File: config.mk
export PLATFORM = sky130hd
export DESIGN_NAME = lbm_lattice_reader
export DESIGN_NICKNAME = d
export VERILOG_FILES = /design/src/rtl/lbm_lattice_reader.sv
export SDC_FILE = /design/constraint.sdc
export NUM_CORES = 1
export LEC_CHECK = 0
export ABC_AREA = 1
export CAP_MARGIN = 10
export CORE_MARGIN = 8
export CORE_UTILIZATION = 45
export DETAILED_ROUTE_END_ITERATION = 8
export DONT_BUFFER_PORTS = 1
export SYNTH_ARGS = -nofsm -noshare
export SYNTH_HDL_FRONTEND = slang
export SYNTH_SLANG_ARGS = --single-unit
File: constraint.sdc
create_clock -name clk -period 21.7 [get_ports clk]
set_input_delay 2.17 -clock clk [delete_from_list [all_inputs] [get_ports clk]]
set_output_delay 2.17 -clock clk [all_outputs]
set_load 0.03 [all_outputs]
File: src/rtl/lbm_lattice_reader.sv
// Raster-order readout of the nine per-direction distribution RAMs onto a
// valid/ready stream: one beat per lattice cell, tagged with x, y and last.
module lbm_lattice_reader #(
    parameter int DATA_WIDTH    = 16,
    parameter int ADDRESS_WIDTH = 12,
    parameter int WIDTH         = 64,
    parameter int HEIGHT        = 64,
    localparam int XW = (WIDTH  > 1) ? $clog2(WIDTH)  : 1,
    localparam int YW = (HEIGHT > 1) ? $clog2(HEIGHT) : 1
) (
    input  logic                     clk,
    input  logic                     rst,
    input  logic                     start,
    output logic                     busy,
    output logic                     done,
    output logic [ADDRESS_WIDTH-1:0] rd_addr,
    input  logic [9*DATA_WIDTH-1:0]  rd_data,
    output logic                     out_valid,
    input  logic                     out_ready,
    output logic [9*DATA_WIDTH-1:0]  out_data,
    output logic [XW-1:0]            out_x,
    output logic [YW-1:0]            out_y,
    output logic                     out_last
);

    localparam int BEAT_W = 9 * DATA_WIDTH;
    localparam int DEPTH  = 3;
    localparam logic [XW-1:0] X_MAX = XW'(WIDTH - 1);
    localparam logic [YW-1:0] Y_MAX = YW'(HEIGHT - 1);

    typedef enum logic [1:0] {
        ST_IDLE,
        ST_RUN,
        ST_DRAIN,
        ST_DONE
    } state_t;

    state_t                   state_q, state_d;
    logic                     busy_q, busy_d;
    logic                     done_q, done_d;
    logic [XW-1:0]            x_q, x_d;
    logic [YW-1:0]            y_q, y_d;
    logic [ADDRESS_WIDTH-1:0] addr_q, addr_d;
    logic [ADDRESS_WIDTH-1:0] rd_addr_q, rd_addr_d;
    logic                     inflight_q, inflight_d;
    logic [XW-1:0]            tag_x_q, tag_x_d;
    logic [YW-1:0]            tag_y_q, tag_y_d;
    logic                     tag_last_q, tag_last_d;
    logic [BEAT_W-1:0]        fifo_data_q [DEPTH];
    logic [BEAT_W-1:0]        fifo_data_d [DEPTH];
    logic [XW-1:0]            fifo_x_q [DEPTH];
    logic [XW-1:0]            fifo_x_d [DEPTH];
    logic [YW-1:0]            fifo_y_q [DEPTH];
    logic [YW-1:0]            fifo_y_d [DEPTH];
    logic                     fifo_last_q [DEPTH];
    logic                     fifo_last_d [DEPTH];
    logic [1:0]               wr_ptr_q, wr_ptr_d;
    logic [1:0]               rd_ptr_q, rd_ptr_d;
    logic [1:0]               count_q, count_d;

    logic issue;
    logic last_cell;
    logic push;
    logic pop;

    function automatic logic [1:0] ptr_next(input logic [1:0] p);
        return (p == 2'(DEPTH - 1)) ? 2'd0 : p + 2'd1;
    endfunction

    // A read is only issued when a FIFO slot is guaranteed for its return,
    // so the FIFO cannot overflow and out_ready never reaches the address path.
    assign last_cell = (x_q == X_MAX) && (y_q == Y_MAX);
    assign issue     = (state_q == ST_RUN) &&
                       (({1'b0, count_q} + {2'b00, inflight_q}) < 3'(DEPTH));
    assign push      = inflight_q;
    assign pop       = (count_q != 2'd0) && out_ready;

    always_comb begin
        state_d     = state_q;
        x_d         = x_q;
        y_d         = y_q;
        addr_d      = addr_q;
        rd_addr_d   = rd_addr_q;
        inflight_d  = 1'b0;
        tag_x_d     = tag_x_q;
        tag_y_d     = tag_y_q;
        tag_last_d  = tag_last_q;
        fifo_data_d = fifo_data_q;
        fifo_x_d    = fifo_x_q;
        fifo_y_d    = fifo_y_q;
        fifo_last_d = fifo_last_q;
        wr_ptr_d    = wr_ptr_q;
        rd_ptr_d    = rd_ptr_q;
        count_d     = count_q;

        if (issue) begin
            rd_addr_d  = addr_q;
            inflight_d = 1'b1;
            tag_x_d    = x_q;
            tag_y_d    = y_q;
            tag_last_d = last_cell;
            addr_d     = addr_q + ADDRESS_WIDTH'(1);
            if (x_q == X_MAX) begin
                x_d = '0;
                y_d = y_q + YW'(1);
            end else begin
                x_d = x_q + XW'(1);
            end
        end

        // RAM data arrives one cycle after its address; capture it with its tag.
        if (push) begin
            fifo_data_d[wr_ptr_q] = rd_data;
            fifo_x_d[wr_ptr_q]    = tag_x_q;
            fifo_y_d[wr_ptr_q]    = tag_y_q;
            fifo_last_d[wr_ptr_q] = tag_last_q;
            wr_ptr_d              = ptr_next(wr_ptr_q);
        end
        if (pop) begin
            rd_ptr_d = ptr_next(rd_ptr_q);
        end
        case ({push, pop})
            2'b10:   count_d = count_q + 2'd1;
            2'b01:   count_d = count_q - 2'd1;
            default: count_d = count_q;
        endcase

        case (state_q)
            ST_IDLE: begin
                if (start) begin
                    state_d = ST_RUN;
                    x_d     = '0;
                    y_d     = '0;
                    addr_d  = '0;
                end
            end
            ST_RUN: begin
                if (issue && last_cell) begin
                    state_d = ST_DRAIN;
                end
            end
            ST_DRAIN: begin
                if ((count_q == 2'd0) && !inflight_q) begin
                    state_d = ST_DONE;
                end
            end
            default: state_d = ST_IDLE;
        endcase

        busy_d = (state_d == ST_RUN) || (state_d == ST_DRAIN);
        done_d = (state_d == ST_DONE);
    end

    always_ff @(posedge clk or posedge rst) begin
        if (rst) begin
            state_q    <= ST_IDLE;
            busy_q     <= 1'b0;
            done_q     <= 1'b0;
            x_q        <= '0;
            y_q        <= '0;
            addr_q     <= '0;
            rd_addr_q  <= '0;
            inflight_q <= 1'b0;
            tag_x_q    <= '0;
            tag_y_q    <= '0;
            tag_last_q <= 1'b0;
            for (int i = 0; i < DEPTH; i++) begin
                fifo_data_q[i] <= '0;
                fifo_x_q[i]    <= '0;
                fifo_y_q[i]    <= '0;
                fifo_last_q[i] <= 1'b0;
            end
            wr_ptr_q   <= 2'd0;
            rd_ptr_q   <= 2'd0;
            count_q    <= 2'd0;
        end else begin
            state_q     <= state_d;
            busy_q      <= busy_d;
            done_q      <= done_d;
            x_q         <= x_d;
            y_q         <= y_d;
            addr_q      <= addr_d;
            rd_addr_q   <= rd_addr_d;
            inflight_q  <= inflight_d;
            tag_x_q     <= tag_x_d;
            tag_y_q     <= tag_y_d;
            tag_last_q  <= tag_last_d;
            fifo_data_q <= fifo_data_d;
            fifo_x_q    <= fifo_x_d;
            fifo_y_q    <= fifo_y_d;
            fifo_last_q <= fifo_last_d;
            wr_ptr_q    <= wr_ptr_d;
            rd_ptr_q    <= rd_ptr_d;
            count_q     <= count_d;
        end
    end

    // The RAM samples the address on the issuing edge; when idle it re-reads the held one.
    assign rd_addr   = issue ? addr_q : rd_addr_q;
    assign busy      = busy_q;
    assign done      = done_q;
    assign out_valid = (count_q != 2'd0);
    assign out_data  = fifo_data_q[rd_ptr_q];
    assign out_x     = fifo_x_q[rd_ptr_q];
    assign out_y     = fifo_y_q[rd_ptr_q];
    assign out_last  = fifo_last_q[rd_ptr_q];

endmodule

==> results.sh, run 1 <==
export IMPL_synth_largest_area_cell="dfrtp_1"
export IMPL_p_total_mw=4.69
export IMPL_p_per_area_nw_per_um2=189
export IMPL_synth_edf_count=0
export IMPL_ys_top_cells_by_area="dfrtp_1 (58%), nand2_1 (14%), o21ai_0 (11%), nand3_1 (7.2%), inv_1 (3.1%)"
export IMPL_cp_end_kind="output pin"
export IMPL_cts_root_buf="clkbuf_16"
export IMPL_wirelength_mm=63.3
export IMPL_start_util_pct=45.5
export IMPL_synth_cells=2678
export IMPL_peakVddDrop_mv=0.105
export IMPL_critPathSlowestCell="nor2_4"
export IMPL_crit_path_start_kind="flop"
export IMPL_antenna_left=0
export IMPL_finalCriticalPeriod_ns=5.56
export IMPL_p_leak_nw=12.2
export IMPL_hpwl_mm=41.0
export IMPL_synth_ff_type="dfrtp_1"
export IMPL_area_growth_pct=9.55
export IMPL_clk_insertion_delay_late_ns=0.60
export IMPL_cts_tree="yes"
export IMPL_ys_seq_area_share_pct=58.5
export IMPL_antenna_found_initial=1
export IMPL_rsz0062_at_grt="no"
export IMPL_synthMostInstantiatedCell="nand2_1"
export IMPL_port_buffers=0
export IMPL_synth_area_um2=22700
export IMPL_max_freq_mhz=180
export IMPL_yosysTopAreaCellShare_pct=58.5
export IMPL_ys_ff_latch=531
export IMPL_relSlewSlack_pct=25.7
export IMPL_die_h_um=241
export IMPL_cts_resized=0
export IMPL_slew_viol_final=0
export IMPL_cts_max_level=2
export IMPL_critPathMaxStageDelay_ns=0.88
export IMPL_critPathMaxFanout=65
export IMPL_pin_count=320
export IMPL_min_period_over_period_pct=25.6
export IMPL_drive_gt1_share_pct=5.11
export IMPL_core_rowCount=82
export IMPL_cts_hold_buf=0
export IMPL_wl_per_cell_um=19.2
export IMPL_path_cells="nor2_4 -> buf_4 -> nand2_1 -> nand3_1"
export IMPL_cp_arrival_ns=3.39
export IMPL_synth_nets=2833
export IMPL_grt_max_degree=127
export IMPL_numCtsBuffers=56
export IMPL_drt_pass1_iter_count=6
export IMPL_hold_path_class="reg -> reg"
export IMPL_drt_iter0_markers=1425
export IMPL_core_um2=50000
export IMPL_fp_dieW_um=241
export IMPL_grt_pass1_wl_mm=101
export IMPL_fin_util_pct=49.8
export IMPL_setup_slack_ns=16.14
export IMPL_ys_types=29
export IMPL_synth_async_reset_ratio_pct=100
export IMPL_hold_viol=0
export IMPL_required_ns=19.53
export IMPL_synth_avg_cell_area_um2=8.48
export IMPL_synth_top_cells_by_count="nand2_1 (863), dfrtp_1 (531), o21ai_0 (493), nand3_1 (328), inv_1 (188)"
export IMPL_tightest_slew_ns=1.11
export IMPL_dp_slack_ns=16.76
export IMPL_grt_total_usage_pct=21.6
export IMPL_fin_tns_setup_ns=0
export IMPL_design_die_area_um2=57900
export IMPL_crit_type="reg -> out"
export IMPL_dr_total_vias=17900
export IMPL_finalWeightedCongestion=0.862
export IMPL_clock_sinks=531
export IMPL_clock_path_buffers=3
export IMPL_overflow=0
export IMPL_finalSetupViolCount=0
export IMPL_nFillCells=4730
export IMPL_fin_skew_ns=0.0170
export IMPL_status="finished clean"
export IMPL_avgViaCountPerCell=5.44
export IMPL_clkTransAtPathRegs_ns=0.06
export IMPL_ys_warn_count=0
export IMPL_num_nets_final=2734
export IMPL_drc=0
export IMPL_grt_pass1_vias=17500
export IMPL_post_cts_buffers=0
export IMPL_maxCapViolCount=0
-- final cells by class --
class                      count  area, um2  area share, %
sequential                   531      13300           53.4
multi-input combinational   1776       7950           31.9
clock buffer                  82       1680           6.75
tap                          672        841           3.38
inverter                     192        731           2.94
clock inverter                18        221          0.890
timing repair buffer          22        165          0.664
antenna                        2       5.00         0.0201
-- critical path, delay by kind of cell, from the launching register on --
family / cells / cell delay [ns]
flip-flops: 1 / 0.70
AND/OR/NAND/NOR: 3 / 1.30
buffers and inverters: 1 / 0.65
-- worst paths after layout --
| path | slack [ns] | end | startpoint | cells past startpoint |
|---|---|---|---|---|
| hold reg to reg | 0.48 | fifo_data_q[219] | fifo_data_q[219] | 2 |
| setup reg to reg | 18.64 | fifo_data_q[341] | inflight_q | 4 |
| setup / recovery | 16.14 | out_data[42] | rd_ptr_q[0] | 4 |
| max in group asynchronous | 17.55 | fifo_data_q[328] | rst | 3 |
| hold / removal | 0.48 | fifo_data_q[219] | fifo_data_q[219] | 2 |
| min in group asynchronous | 1.62 | fifo_data_q[130] | rst | 1 |
-- power breakdown --
part | leakage, nW | internal, mW | switching [mW]
registers | 6.54 | 1.47 | 0.292
logic | 4.68 | 0.429 | 1.53
clock network | 0.946 | 0.592 | 0.386
total | 12.2 | 2.49 | 2.21
-- layout by cell type (no fill, tap or decap), drive strengths merged --
master and instances:
a21oi 12, and3 1, buf 22, bufinv 5, clkbuf 82, clkinv 11, clkinvlp 1, dfrtp 531
diode 2, ha 7, inv 193, nand2 866, nand3 332, nand3b 1, nand4 5, nor2 34
nor3 7, o21ai 506, or2 1, xnor2 2, xor2 2
-- kinds of logic after synthesis --
kind of cell               share of synthesized area [%]
AOI/OAI and AO/OA                                   11.4
xor gates and xnor gates                           0.154
adders and majority gates                          0.386
buffers and inverters                               6.66
DFF                                                 58.5
and+or+nand+nor                                     22.9
-- per-layer routing --
layer / global-route usage [%] / part of all wire [%]
met1: 29.3 / 43
met2: 33.7 / 47
met3: 5.01 / 6.8
met4: 8.35 / 3.4
met5: 0 / 0
-- state kept, by name (all words and copies together), names as in the netlist, 2 cells and up --
signal / flops
rd_addr_q: 12
fifo_data_q: 432
rd_ptr_q: 2
wr_ptr_q: 2
fifo_last_q: 3
tag_y_q: 6
y_q: 6
fifo_y_q: 18
addr_q: 12
tag_x_q: 6
state_q: 2
count_q: 2
fifo_x_q: 18
x_q: 6
-- stage by stage --
step	instance area, um2	instances	hold WS, ns
final	24900	3295	0.482
after global routing	24900	3294	0.499
after CTS	24900	3293	0.488
after detailed placement	23000	3193	0.473
after global placement	23000	3193	0.465
after floorplan	22700	2678	0.453
Power figures use the tool's default switching activity.
==> inputs of run 2 (changes only) <==
==> constraint.sdc (replaced) <==
create_clock -name clk -period 4.8 [get_ports clk]
set_input_delay 0.48 -clock clk [delete_from_list [all_inputs] [get_ports clk]]
set_output_delay 0.48 -clock clk [all_outputs]
set_load 0.03 [all_outputs]
==> run 2 against run 1 <==
Net effect:
- flip-flop and latch count unchanged
- power rose to 4.6 times the previous value
- wire length fell by 3.4%
- sequential share of layout area decreased by 0.47 points
- clock power increased to 4.6 times the previous value
- first-iteration DRC count rose by 5.6%
- cell count is 0.39% higher
- clock-buffer cell count grew 9
- largest cell class unchanged
- highest routed layer is now met5
==> results.sh, run 2 (synthesis gave the netlist of run 1 again) <==
export IMPL_tightest_slew_ns=1.22
export IMPL_core_um2=50000
export IMPL_peakVddDrop_mv=0.455
export IMPL_cts_max_level=2
export IMPL_overflow=0
export IMPL_fin_skew_ns=0.0155
export IMPL_clkTransAtPathRegs_ns=0.06
export IMPL_cts_root_buf="clkbuf_16"
export IMPL_maxCapViolCount=0
export IMPL_start_util_pct=45.5
export IMPL_grt_pass1_vias=16900
export IMPL_finalCriticalPeriod_ns=3.76
export IMPL_finalSetupViolCount=0
export IMPL_grt_pass1_wl_mm=96.3
export IMPL_core_rowCount=82
export IMPL_status="finished clean"
export IMPL_drive_gt1_share_pct=5.20
export IMPL_fin_tns_setup_ns=0
export IMPL_port_buffers=0
export IMPL_pin_count=320
export IMPL_wl_per_cell_um=18.5
export IMPL_cp_end_kind="output pin"
export IMPL_drt_pass1_iter_count=6
export IMPL_rsz0062_at_grt="no"
export IMPL_relSlewSlack_pct=18.7
export IMPL_required_ns=4.32
export IMPL_clock_sinks=531
export IMPL_nFillCells=4783
export IMPL_final_cell_mix="nand2_1 (863), dfrtp_1 (530), o21ai_0 (493), nand3_1 (328), inv_1 (187)"
export IMPL_hold_viol=0
export IMPL_area_growth_pct=10.5
export IMPL_post_cts_buffers=0
export IMPL_antenna_found_initial=5
export IMPL_dp_slack_ns=1.63
export IMPL_hold_path_class="in -> reg"
export IMPL_fin_cells=3308
export IMPL_wirelength_mm=61.2
export IMPL_avgViaCountPerCell=5.37
export IMPL_dp_cells=3198
export IMPL_clock_path_buffers=3
export IMPL_cp_arrival_ns=3.28
export IMPL_hpwl_mm=36.9
export IMPL_setup_slack_ns=1.04
export IMPL_die_h_um=241
export IMPL_p_per_area_nw_per_um2=851
export IMPL_cts_tree="yes"
export IMPL_finalWeightedCongestion=0.815
export IMPL_multi_input_area_um2=7950
export IMPL_post_dp_cell_area_um2=23200
export IMPL_max_freq_mhz=266
export IMPL_slew_viol_final=0
export IMPL_grt_max_degree=180
export IMPL_largestRegisters="fifo_data_q x432, fifo_x_q x18, fifo_y_q x18"
export IMPL_layout_area_seq_um2=13300
export IMPL_drt_iter0_markers=1505
export IMPL_clk_insertion_delay_late_ns=0.60
export IMPL_largest_reg_flops=432
export IMPL_p_leak_nw=12.2
export IMPL_critPathMaxFanout=44
export IMPL_antenna_left=0
export IMPL_dr_total_vias=17800
export IMPL_cts_resized=0
export IMPL_grt_total_usage_pct=20.7
export IMPL_final_area_um2=25100
export IMPL_numCtsBuffers=57
export IMPL_design_die_area_um2=57900
export IMPL_crit_path_start_kind="flop"
export IMPL_regMostFlops="fifo_data_q"
export IMPL_drc=0
export IMPL_crit_type="reg -> out"
export IMPL_num_nets_final=2741
export IMPL_final_common_cell="nand2_1"
export IMPL_min_period_over_period_pct=78.4
export IMPL_fp_dieW_um=241
-- run 2: cell count changes in the layout (fill, tap and decap cells not counted), sizes merged --
cell and change:
clkbuf +9, buf +5, bufinv -1, clkinv -1
diode +1, dlygate4sd3 +1, inv -1
-- run 2: critical path, stage by stage (launching register included) --
cell	delay [ns]
dfrtp_1	0.52
ha_1	0.27
ha_1	0.26
nand2_1	0.07
nand2_1	0.16
nor2_8	0.48
inv_2	0.29
o21ai_1	0.62
-- run 2: final timing paths --
| path | from | end | slack (ns) | depth (start not counted) |
|---|---|---|---|---|
| worst max-delay path | inflight_q | rd_addr[9] | 1.04 | 7 |
| worst min-delay path | rd_data[18] | fifo_data_q[162] | 0.06 | 2 |
| worst max register to register | inflight_q | rd_addr_q[9] | 1.93 | 7 |
| worst min register to register | fifo_data_q[274] | fifo_data_q[274] | 0.48 | 2 |
| max in group asynchronous | rst | fifo_data_q[9] | 2.96 | 4 |
| min in group asynchronous | rst | fifo_data_q[366] | 0.53 | 2 |
-- run 2: metal layers --
metal / vias to the layer above / part of all wire, % / GRT usage [%]
li1: 8455 / - / -
met1: 8666 / 44 / 28.6
met2: 535 / 47 / 32.4
met3: 95 / 7.3 / 4.45
met4: 4 / 2.6 / 7.04
met5: - / 0.044 / 0
-- run 2: metrics by stage --
step	total power [mW]	util (%)	hold slack, ns
after CTS	21.6	50.2	0.0164
after global placement	16.8	46.4	0.465
after floorplan	14.9	-	0.453
after detailed placement	17.1	46.4	0.473
after global routing	22.9	50.2	0.0358
final	21.4	50.2	0.0555
-- run 2: layout make-up --
| cell class | count | share of cell area (%) |
|---|---|---|
| antenna | 3 | 0.0299 |
| multi-input combinational | 1776 | 31.7 |
| timing repair buffer | 28 | 1.45 |
| sequential | 531 | 52.9 |
| clock buffer | 91 | 6.96 |
| inverter | 192 | 2.90 |
| tap | 672 | 3.35 |
| clock inverter | 15 | 0.713 |
-- run 2: what timing repair did --
item,CTS,global route
setup endpoints to repair,0,0
hold buffers,1,0
endpoints found under the hold margin,33,0
-- run 2: power breakdown --
part / leakage (nW) / switching [mW] / internal, mW
sequential: 6.54 / 1.15 / 6.62
combinational: 4.76 / 7.12 / 2.02
clock: 0.955 / 1.76 / 2.69
total: 12.2 / 10.0 / 11.3
==> inputs of run 3 (changes only) <==
==> constraint.sdc (replaced) <==
create_clock -name clk -period 3.2 [get_ports clk]
set_input_delay 0.32 -clock clk [delete_from_list [all_inputs] [get_ports clk]]
set_output_delay 0.32 -clock clk [all_outputs]
set_load 0.03 [all_outputs]
==> run 3 against run 2 <==
Net effect:
- clock skew shrank 0.0048 ns
- largest cell class unchanged
- global-route usage grew 0.56 points
- sequential power grew 50%
- combinational power grew 55%
- worst hold slack gained 0.070 ns
- largest power group unchanged
==> results.sh, run 3 (synthesis gave the netlist of run 1 again) <==
export IMPL_cts_max_level=2
export IMPL_wirelength_mm=62.1
export IMPL_core_rowCount=82
export IMPL_cts_root_buf="clkbuf_16"
export IMPL_dr_total_vias=18300
export IMPL_maxCapViolCount=0
export IMPL_numCtsBuffers=56
export IMPL_num_nets_final=2906
export IMPL_finalCriticalPeriod_ns=3.02
export IMPL_core_um2=50000
export IMPL_clock_sinks=531
export IMPL_wl_per_cell_um=17.9
export IMPL_path_cells="ha_1 -> ha_1 -> nand2_1 -> nand2_1 -> nor2_8 -> inv_2 -> nand2_1 -> o21ai_1 -> buf_4"
export IMPL_setup_slack_ns=0.184
export IMPL_largest_reg_flops=432
export IMPL_grt_pass1_vias=17900
export IMPL_swShare_pct=46.8
export IMPL_p_comb_share_pct=44.1
export IMPL_relSlewSlack_pct=35.7
export IMPL_overflow=0
export IMPL_post_dp_cell_area_um2=23400
export IMPL_fin_util_pct=53.5
export IMPL_reg2reg_from="inflight_q"
export IMPL_port_buffers=0
export IMPL_holdPathStages=3
export IMPL_p_per_area_nw_per_um2=1210
export IMPL_pin_count=320
export IMPL_fin_tns_setup_ns=0
export IMPL_p_switching_mw=15.1
export IMPL_crit_path_start_kind="flop"
export IMPL_worst_hold_slack_ns=0.126
export IMPL_die_h_um=241
export IMPL_tightest_slew_ns=0.965
export IMPL_dp_cells=3218
export IMPL_reg2reg_depth=10
export IMPL_fin_skew_ns=0.0108
export IMPL_final_cell_mix="nand2_1 (863), dfrtp_1 (530), o21ai_0 (493), nand3_1 (328), inv_1 (187)"
export IMPL_area_growth_pct=17.6
export IMPL_grt_pass1_wl_mm=99.8
export IMPL_min_period_over_period_pct=94.2
export IMPL_antenna_left=0
export IMPL_regToRegEndpoint="x_q[5]"
export IMPL_critPathMaxStageDelay_ns=0.52
export IMPL_clock_path_buffers=3
export IMPL_clkPwrFrac_pct=19.8
export IMPL_cts_tree="yes"
export IMPL_nFillCells=4548
export IMPL_hold_end="y_q[0]"
export IMPL_avgViaCountPerCell=5.29
export IMPL_slew_viol_final=0
export IMPL_finalSetupViolCount=0
export IMPL_regMostFlops="fifo_data_q"
export IMPL_drt_iter0_markers=1663
export IMPL_drc=0
export IMPL_design_die_area_um2=57900
export IMPL_clk_insertion_delay_late_ns=0.59
export IMPL_hold_viol=0
export IMPL_drt_pass1_iter_count=5
export IMPL_crit_top_cell="nand2_1"
export IMPL_max_freq_mhz=332
export IMPL_status="finished clean"
export IMPL_antenna_found_initial=4
export IMPL_min_delay_start="start"
export IMPL_critPathSlowestCell="dfrtp_1"
export IMPL_layout_area_seq_um2=13300
export IMPL_cp_arrival_ns=2.70
export IMPL_crit_type="reg -> out"
export IMPL_p_int_mw=17.2
export IMPL_grt_max_degree=202
export IMPL_hpwl_mm=37.4
export IMPL_multi_input_area_um2=7950
export IMPL_start_util_pct=45.5
export IMPL_dp_slack_ns=0.708
export IMPL_largestRegisters="fifo_data_q x432, fifo_x_q x18, fifo_y_q x18"
export IMPL_p_leak_nw=12.9
export IMPL_hold_path_class="in -> reg"
export IMPL_cp_end_kind="output pin"
export IMPL_peakVddDrop_mv=0.959
export IMPL_p_total_mw=32.3
export IMPL_critPathMaxFanout=23
export IMPL_drive_gt1_share_pct=5.37
export IMPL_ff2ff_setup_slack_ns=0.87
export IMPL_required_ns=2.88
export IMPL_rsz0062_at_grt="no"
export IMPL_final_area_um2=26700
export IMPL_clkTransAtPathRegs_ns=0.06
export IMPL_fin_cells=3467
export IMPL_finalWeightedCongestion=0.813
export IMPL_seqPwrFrac_pct=36.1
export IMPL_grt_total_usage_pct=21.3
export IMPL_fp_dieW_um=241
export IMPL_final_common_cell="nand2_1"
-- run 3: changes by cell type in the layout (fill, tap and decap cells not counted), sizes merged --
cell / before / now
dlygate4sd3: 1 / 146
buf: 27 / 48
clkbuf: 91 / 88
clkinv: 10 / 7
bufinv: 4 / 3
diode: 3 / 4
inv: 192 / 191
-- run 3: metal layers --
layer / global-route usage, % / vias to the layer above / share of wire [%]
li1: - / 8790 / -
met1: 28.6 / 8902 / 44
met2: 34.0 / 545 / 47
met3: 4.59 / 108 / 6.6
met4: 7.28 / 2 / 3.0
met5: 0 / - / 0.021
-- run 3: final cells by class --
class                      count  share of cell area, %
sequential                   531                   49.8
tap                          672                   3.15
clock inverter                10                  0.482
antenna                        4                 0.0375
clock buffer                  88                   6.30
multi-input combinational   1776                   29.8
inverter                     192                   2.72
timing repair buffer         194                   7.80
-- run 3: repair_timing --
item / in CTS / in global routing
resized for setup: 0 / 0
setup buffers: 0 / 1
hold buffers: 146 / 0
hold endpoints to repair: 457 / 0
endpoints found under the setup margin: 0 / 9
-- run 3: worst max-delay path by stage --
stage                 end  cells past startpoint  slack [ns]       start
6_report       rd_addr[3]                      9        0.18  inflight_q
4_1_cts        rd_addr[3]                      8        0.04  inflight_q
5_1_grt        rd_addr[3]                      9      0.0004  inflight_q
3_5_place_dp   rd_addr[3]                      8        0.71  inflight_q
3_3_place_gp   rd_addr[5]                      8        0.77  inflight_q
2_1_floorplan   addr_q[0]                      1       -4.34         rst
-- run 3: critical path: cells and delay by family (launching register included) --
| kind | cells | cell delay (ns) |
|---|---|---|
| DFF | 1 | 0.52 |
| and+or+nand+nor | 4 | 0.45 |
| adders and majority gates | 2 | 0.54 |
| AOI/OAI and AO/OA | 1 | 0.11 |
| buffers and inverters | 2 | 0.47 |
-- run 3: power by group through the flow --
stage,logic [mW],clock network [mW],registers [mW]
after floorplan,11.1,0,11.3
after global placement,13.9,0,11.6
after detailed placement,14.2,0,11.7
after CTS,14.4,6.58,11.6
after global routing,15.8,6.88,12.1
final,14.2,6.40,11.7
==> RTL change 1, RTL diff (config.mk and constraints of run 1) <==
Encoding of `state_t`: now Gray code (2 bits for 4 states).
--- a/src/rtl/lbm_lattice_reader.sv
+++ b/src/rtl/lbm_lattice_reader.sv
@@ -29,10 +29,10 @@
     localparam logic [YW-1:0] Y_MAX = YW'(HEIGHT - 1);
 
     typedef enum logic [1:0] {
-        ST_IDLE,
-        ST_RUN,
-        ST_DRAIN,
-        ST_DONE
+        ST_IDLE  = 2'b00,
+        ST_RUN   = 2'b01,
+        ST_DRAIN = 2'b11,
+        ST_DONE  = 2'b10
     } state_t;
 
     state_t                   state_q, state_d;
Behaviour: no difference found for any inputs over 4 cycles, from zero or initial values and one cycle with rst high; so few cycles prove little.
==> RTL change 1 against run 1 <==
  * Setup slack lost 0.32 ns
  * Maximum frequency down 5.4%
  * Power is 1.5% lower
  * Sequential power fell by 3%
  * Core utilization is 0.12 points lower
  * Die area up 2.9%
  * Critical endpoint is now out_data[92]
  * Clock power is 2% lower
  * Area after synthesis up 3.1%
  * Worst hold slack got worse by 0.0013 ns
  * Sequential cell count down 1
  * Wire length is 5.5% lower
  * Final cell count increased by 0.70%
  * Largest power group unchanged
  * Design area is 2.6% higher
==> RTL change 1: results (changes against run 1) <==
run_status:
  status: "completed"
finish:
  fill_cells: 4867  # +2.9%
  final_cell_count_no_fill: 3318  # +0.70%
  drive_gt1_frac: 0.0831  # +0.0320
  nNetsFinal: 2748  # +0.51%
logic_synthesis:
  synth.area.top_cells: "dfrtp_1 57%, nand2_1 14%, o21ai_0 11%, inv_1 5.8%, o211ai_2 5.3%"
  syn_area_per_cell_um2: 8.74  # +3.1%
setup_path:
  r2r_setup_slack_ns: 18.66  # +0.02 ns
  cp.arrival_ns: 3.71  # +0.32 ns
  worstSetupEndpoint: "out_data[92]"
  crit_fanout: 58  # -11%
routing:
  vias_per_cell: 5.21  # -4.2%
  first_pass_iters: 8  # +2
  wire_per_inst_um: 18.0  # -6.1%
  dr_wl_met2_um: 27100  # -9.0%
  drt_iter0_markers: 1338  # -6.1%
  met3_length_um: 5170  # +20%
  wl_met1_um: 25400  # -6.1%
power:
  peakVddDrop_mv: 0.140  # +33%
  cellPowerDensity_mw_per_mm2: 181  # -4.0%
  leakage_uw: 0.0125  # +3.2%
  p_switching_uw: 2140  # -3.2%
  clk-power_uw: 960  # -2%
global_route:
  grt_max_degree: 177  # +39%
  grtUsageMet2: 0.304  # -0.0328
  antenna_found_initial: 6  # +5
  grt_pass1_vias: 17247  # -1.3%
  grtUsageMet1: 0.261  # -0.0317
sta:
  fin_worst_skew_ns: 0.0308  # +0.0137 ns
  slew_headroom: 0.258  # about the same
  setup_ws_ns: 15.82  # -0.319 ns
placed_design:
  dp_hpwl_um: 39500  # -3.7%
  place_area_mm2: 0.0237  # +3.0%
  placed_cells: 3215  # +0.69%
cts:
  cts_buffers: 57  # +1.8%
==> RTL change 1: cell count changes in the layout (fill, tap and decap cells not counted), moves of 3 or more <==
cell,delta
buf_4,-3
clkbuf_1,+5
clkbuf_8,-3
clkinv_2,-3
inv_1,+171
nand2_1,+6
nand3_1,-317
nor2_1,+9
o211ai_1,+57
o211ai_2,+100
==> RTL change 1: logic make-up (layout without fill, tap and decap cells) <==
logic type               after synthesis  in the layout  synth area share
AO/OA/AOI/OAI                        677            677             0.183
XOR/XNOR                               3              3           0.00112
adder cells (fa/ha/maj)                6              6           0.00321
buffers and inverters                525            482            0.0927
flip-flops                           530            530             0.566
other                                  0              2                 0
AND/OR/NAND/NOR                      938            938             0.154
==> RTL change 1: critical path: stages (launching register included) <==
cell and delay (ns):
dfrtp_1 0.40, inv_1 0.10, or2_4 0.60, buf_4 0.70, buf_4 0.79, o211ai_2 0.35
==> RTL change 1: layout make-up <==
cell class	count	area, um^2	area share
flip-flops and latches	530	13300	0.519
multi-input cells	1624	8020	0.314
clock buffers	86	1710	0.0669
inverters	361	1370	0.0535
well taps	680	851	0.0333
clock inverters	15	163	0.00637
repair buffers	20	163	0.00637
diodes	2	5.00	0.000196
==> RTL change 1: worst min path at each step <==
| stage | end | from | slack [ns] | depth (start not counted) |
|---|---|---|---|---|
| floorplan | fifo_data_q[144] | fifo_data_q[144] | 0.45 | 2 |
| global placement | fifo_data_q[177] | fifo_data_q[177] | 0.46 | 2 |
| detailed placement | fifo_data_q[182] | fifo_data_q[182] | 0.47 | 2 |
| CTS | fifo_data_q[298] | fifo_data_q[298] | 0.49 | 2 |
| global route | fifo_data_q[308] | fifo_data_q[308] | 0.50 | 2 |
| finish | fifo_data_q[206] | fifo_data_q[206] | 0.48 | 2 |
==> RTL change 2, RTL diff (config.mk and constraints of run 1) <==
Made on the original files. The parameter `HEIGHT` goes from 64 to 32.
--- a/src/rtl/lbm_lattice_reader.sv
+++ b/src/rtl/lbm_lattice_reader.sv
@@ -4,7 +4,7 @@
     parameter int DATA_WIDTH    = 16,
     parameter int ADDRESS_WIDTH = 12,
     parameter int WIDTH         = 64,
-    parameter int HEIGHT        = 64,
+    parameter int HEIGHT        = 32,
     localparam int XW = (WIDTH  > 1) ? $clog2(WIDTH)  : 1,
     localparam int YW = (HEIGHT > 1) ? $clog2(HEIGHT) : 1
 ) (
Interface: changed (resized out_y); port bits go from 320 to 319. The function was not compared with the original's and may differ.
==> RTL change 2 against run 1 <==
  * Design area is 0.91% lower
  * Power is 0.29% higher
  * Register-to-register slack worse by 0.05 ns
  * Via count is 2.5% lower
  * First-iteration DRC count is 7.9% higher
  * Wire length is 5.8% lower
  * Setup slack worse by 0.093 ns
  * Core utilization is 0.25 points lower
  * Worst hold slack better by 0.0013 ns
  * Area after synthesis is 0.90% lower
  * Synthesized cell count is 1.2% lower
  * Critical path type unchanged
  * Sequential cell count is 5 lower
==> RTL change 2: results (changes against run 1) <==
finish:
  fill_cells: 4735  # +0.11%
  nNetsFinal: 2702  # -1.2%
  top_regs: "fifo_data_q: 432 flops, fifo_x_q: 18 flops, fifo_y_q: 15 flops"
  drive_gt1_frac: 0.0502  # -0.000894
setup_path:
  crit_fanout: 80  # +23%
  cp_top_family: "buffers and inverters"
  crit_slowest_cell: "buf_4"
  rr_endpoint: "fifo_y_q[12]"
  cp.arrival_ns: 3.48  # +0.09 ns
  r2r_setup_slack_ns: 18.59  # -0.05 ns
min_path:
  holdPathEnd: "fifo_data_q[81]"
  holdPathStages: 2  # unchanged
  hp-start: "fifo_data_q[81]"
routing:
  drt_iter0_markers: 1537  # +7.9%
  wl_um: 59600  # -5.8%
sta:
  fin_worst_skew_ns: 0.00945  # -0.00758 ns
  slew_headroom: 0.192  # -0.0658
placed_design:
  place_area_mm2: 0.0228  # -0.98%
power:
  leakage_uw: 0.0121  # -0.70%
logic_synthesis:
  yosys-top-cells-count: "849 x nand2_1, 526 x dfrtp_1, 500 x o21ai_0"
  syn-num-nets: 2803  # -1.1%
  ys_seq_area_frac: 0.585  # about the same
  synthDistinctLibCells: 28  # -3.4%
run_status:
  status: "completed"
global_route:
  grt_pass1_vias: 16952  # -2.9%
  grtUsageTotal: 0.206  # -0.0104
  grt_max_degree: 171  # +35%
  grt_pass1_wl_um: 96000  # -4.6%
cts:
  insertion_delay_ns: 0.58  # -0.02 ns
RTL change 2: metrics by stage:
step	hold slack, ns	total power, uW	instances	worst slack [ns]
6_report	0.483	4710	3260	16.05
2_1_floorplan	0.453	3320	2647	4.83
3_5_place_dp	0.473	3760	3160	16.66
3_3_place_gp	0.465	3720	3160	16.67
4_1_cts	0.488	4760	3260	15.97
5_1_grt	0.499	5060	3260	15.84
RTL change 2: worst max path at each step:
stage	slack, ns	endpoint	cells past startpoint
floorplan	4.83	addr_q[0]	1
global placement	16.67	out_data[102]	5
detailed placement	16.66	out_data[102]	5
CTS	15.97	out_data[107]	5
global route	15.84	out_data[78]	5
finish	16.05	out_data[107]	5
RTL change 2: metal layers:
metal  global-route usage  up-vias  part of all wire  wire length, um
met5                    0        -           0.00029               17
li1                     -     8334                 -                -
met1                0.281     8467              0.43            25900
met3               0.0496       85             0.083             4960
met2                0.328      567              0.46            27600
met4               0.0534        2             0.020             1170
RTL change 2: where the power goes:
part	total [uW]	leakage [uW]	internal (uW)	switching (uW)
clock network	980	0.000948	592	388
logic	2000	0.00467	437	1560
registers	1730	0.00645	1460	266
total	4710	0.0121	2490	2210
RTL change 2: kinds of logic after synthesis:
| logic type | after synthesis | synth area share |
|---|---|---|
| AO/OA/AOI/OAI | 512 | 0.114 |
| XOR/XNOR | 7 | 0.00272 |
| adder cells (fa/ha/maj) | 8 | 0.00445 |
| buffers and inverters | 368 | 0.0674 |
| flip-flops | 526 | 0.585 |
| AND/OR/NAND/NOR | 1226 | 0.227 |
RTL change 2: area by class of cell:
class	instances	area, um^2	share of cell area
sequential	526	13200	0.534
multi-input combinational	1753	7860	0.319
clock buffer	80	1670	0.0678
tap	672	841	0.0341
inverter	189	719	0.0292
clock inverter	20	234	0.00949
timing repair buffer	20	163	0.00660
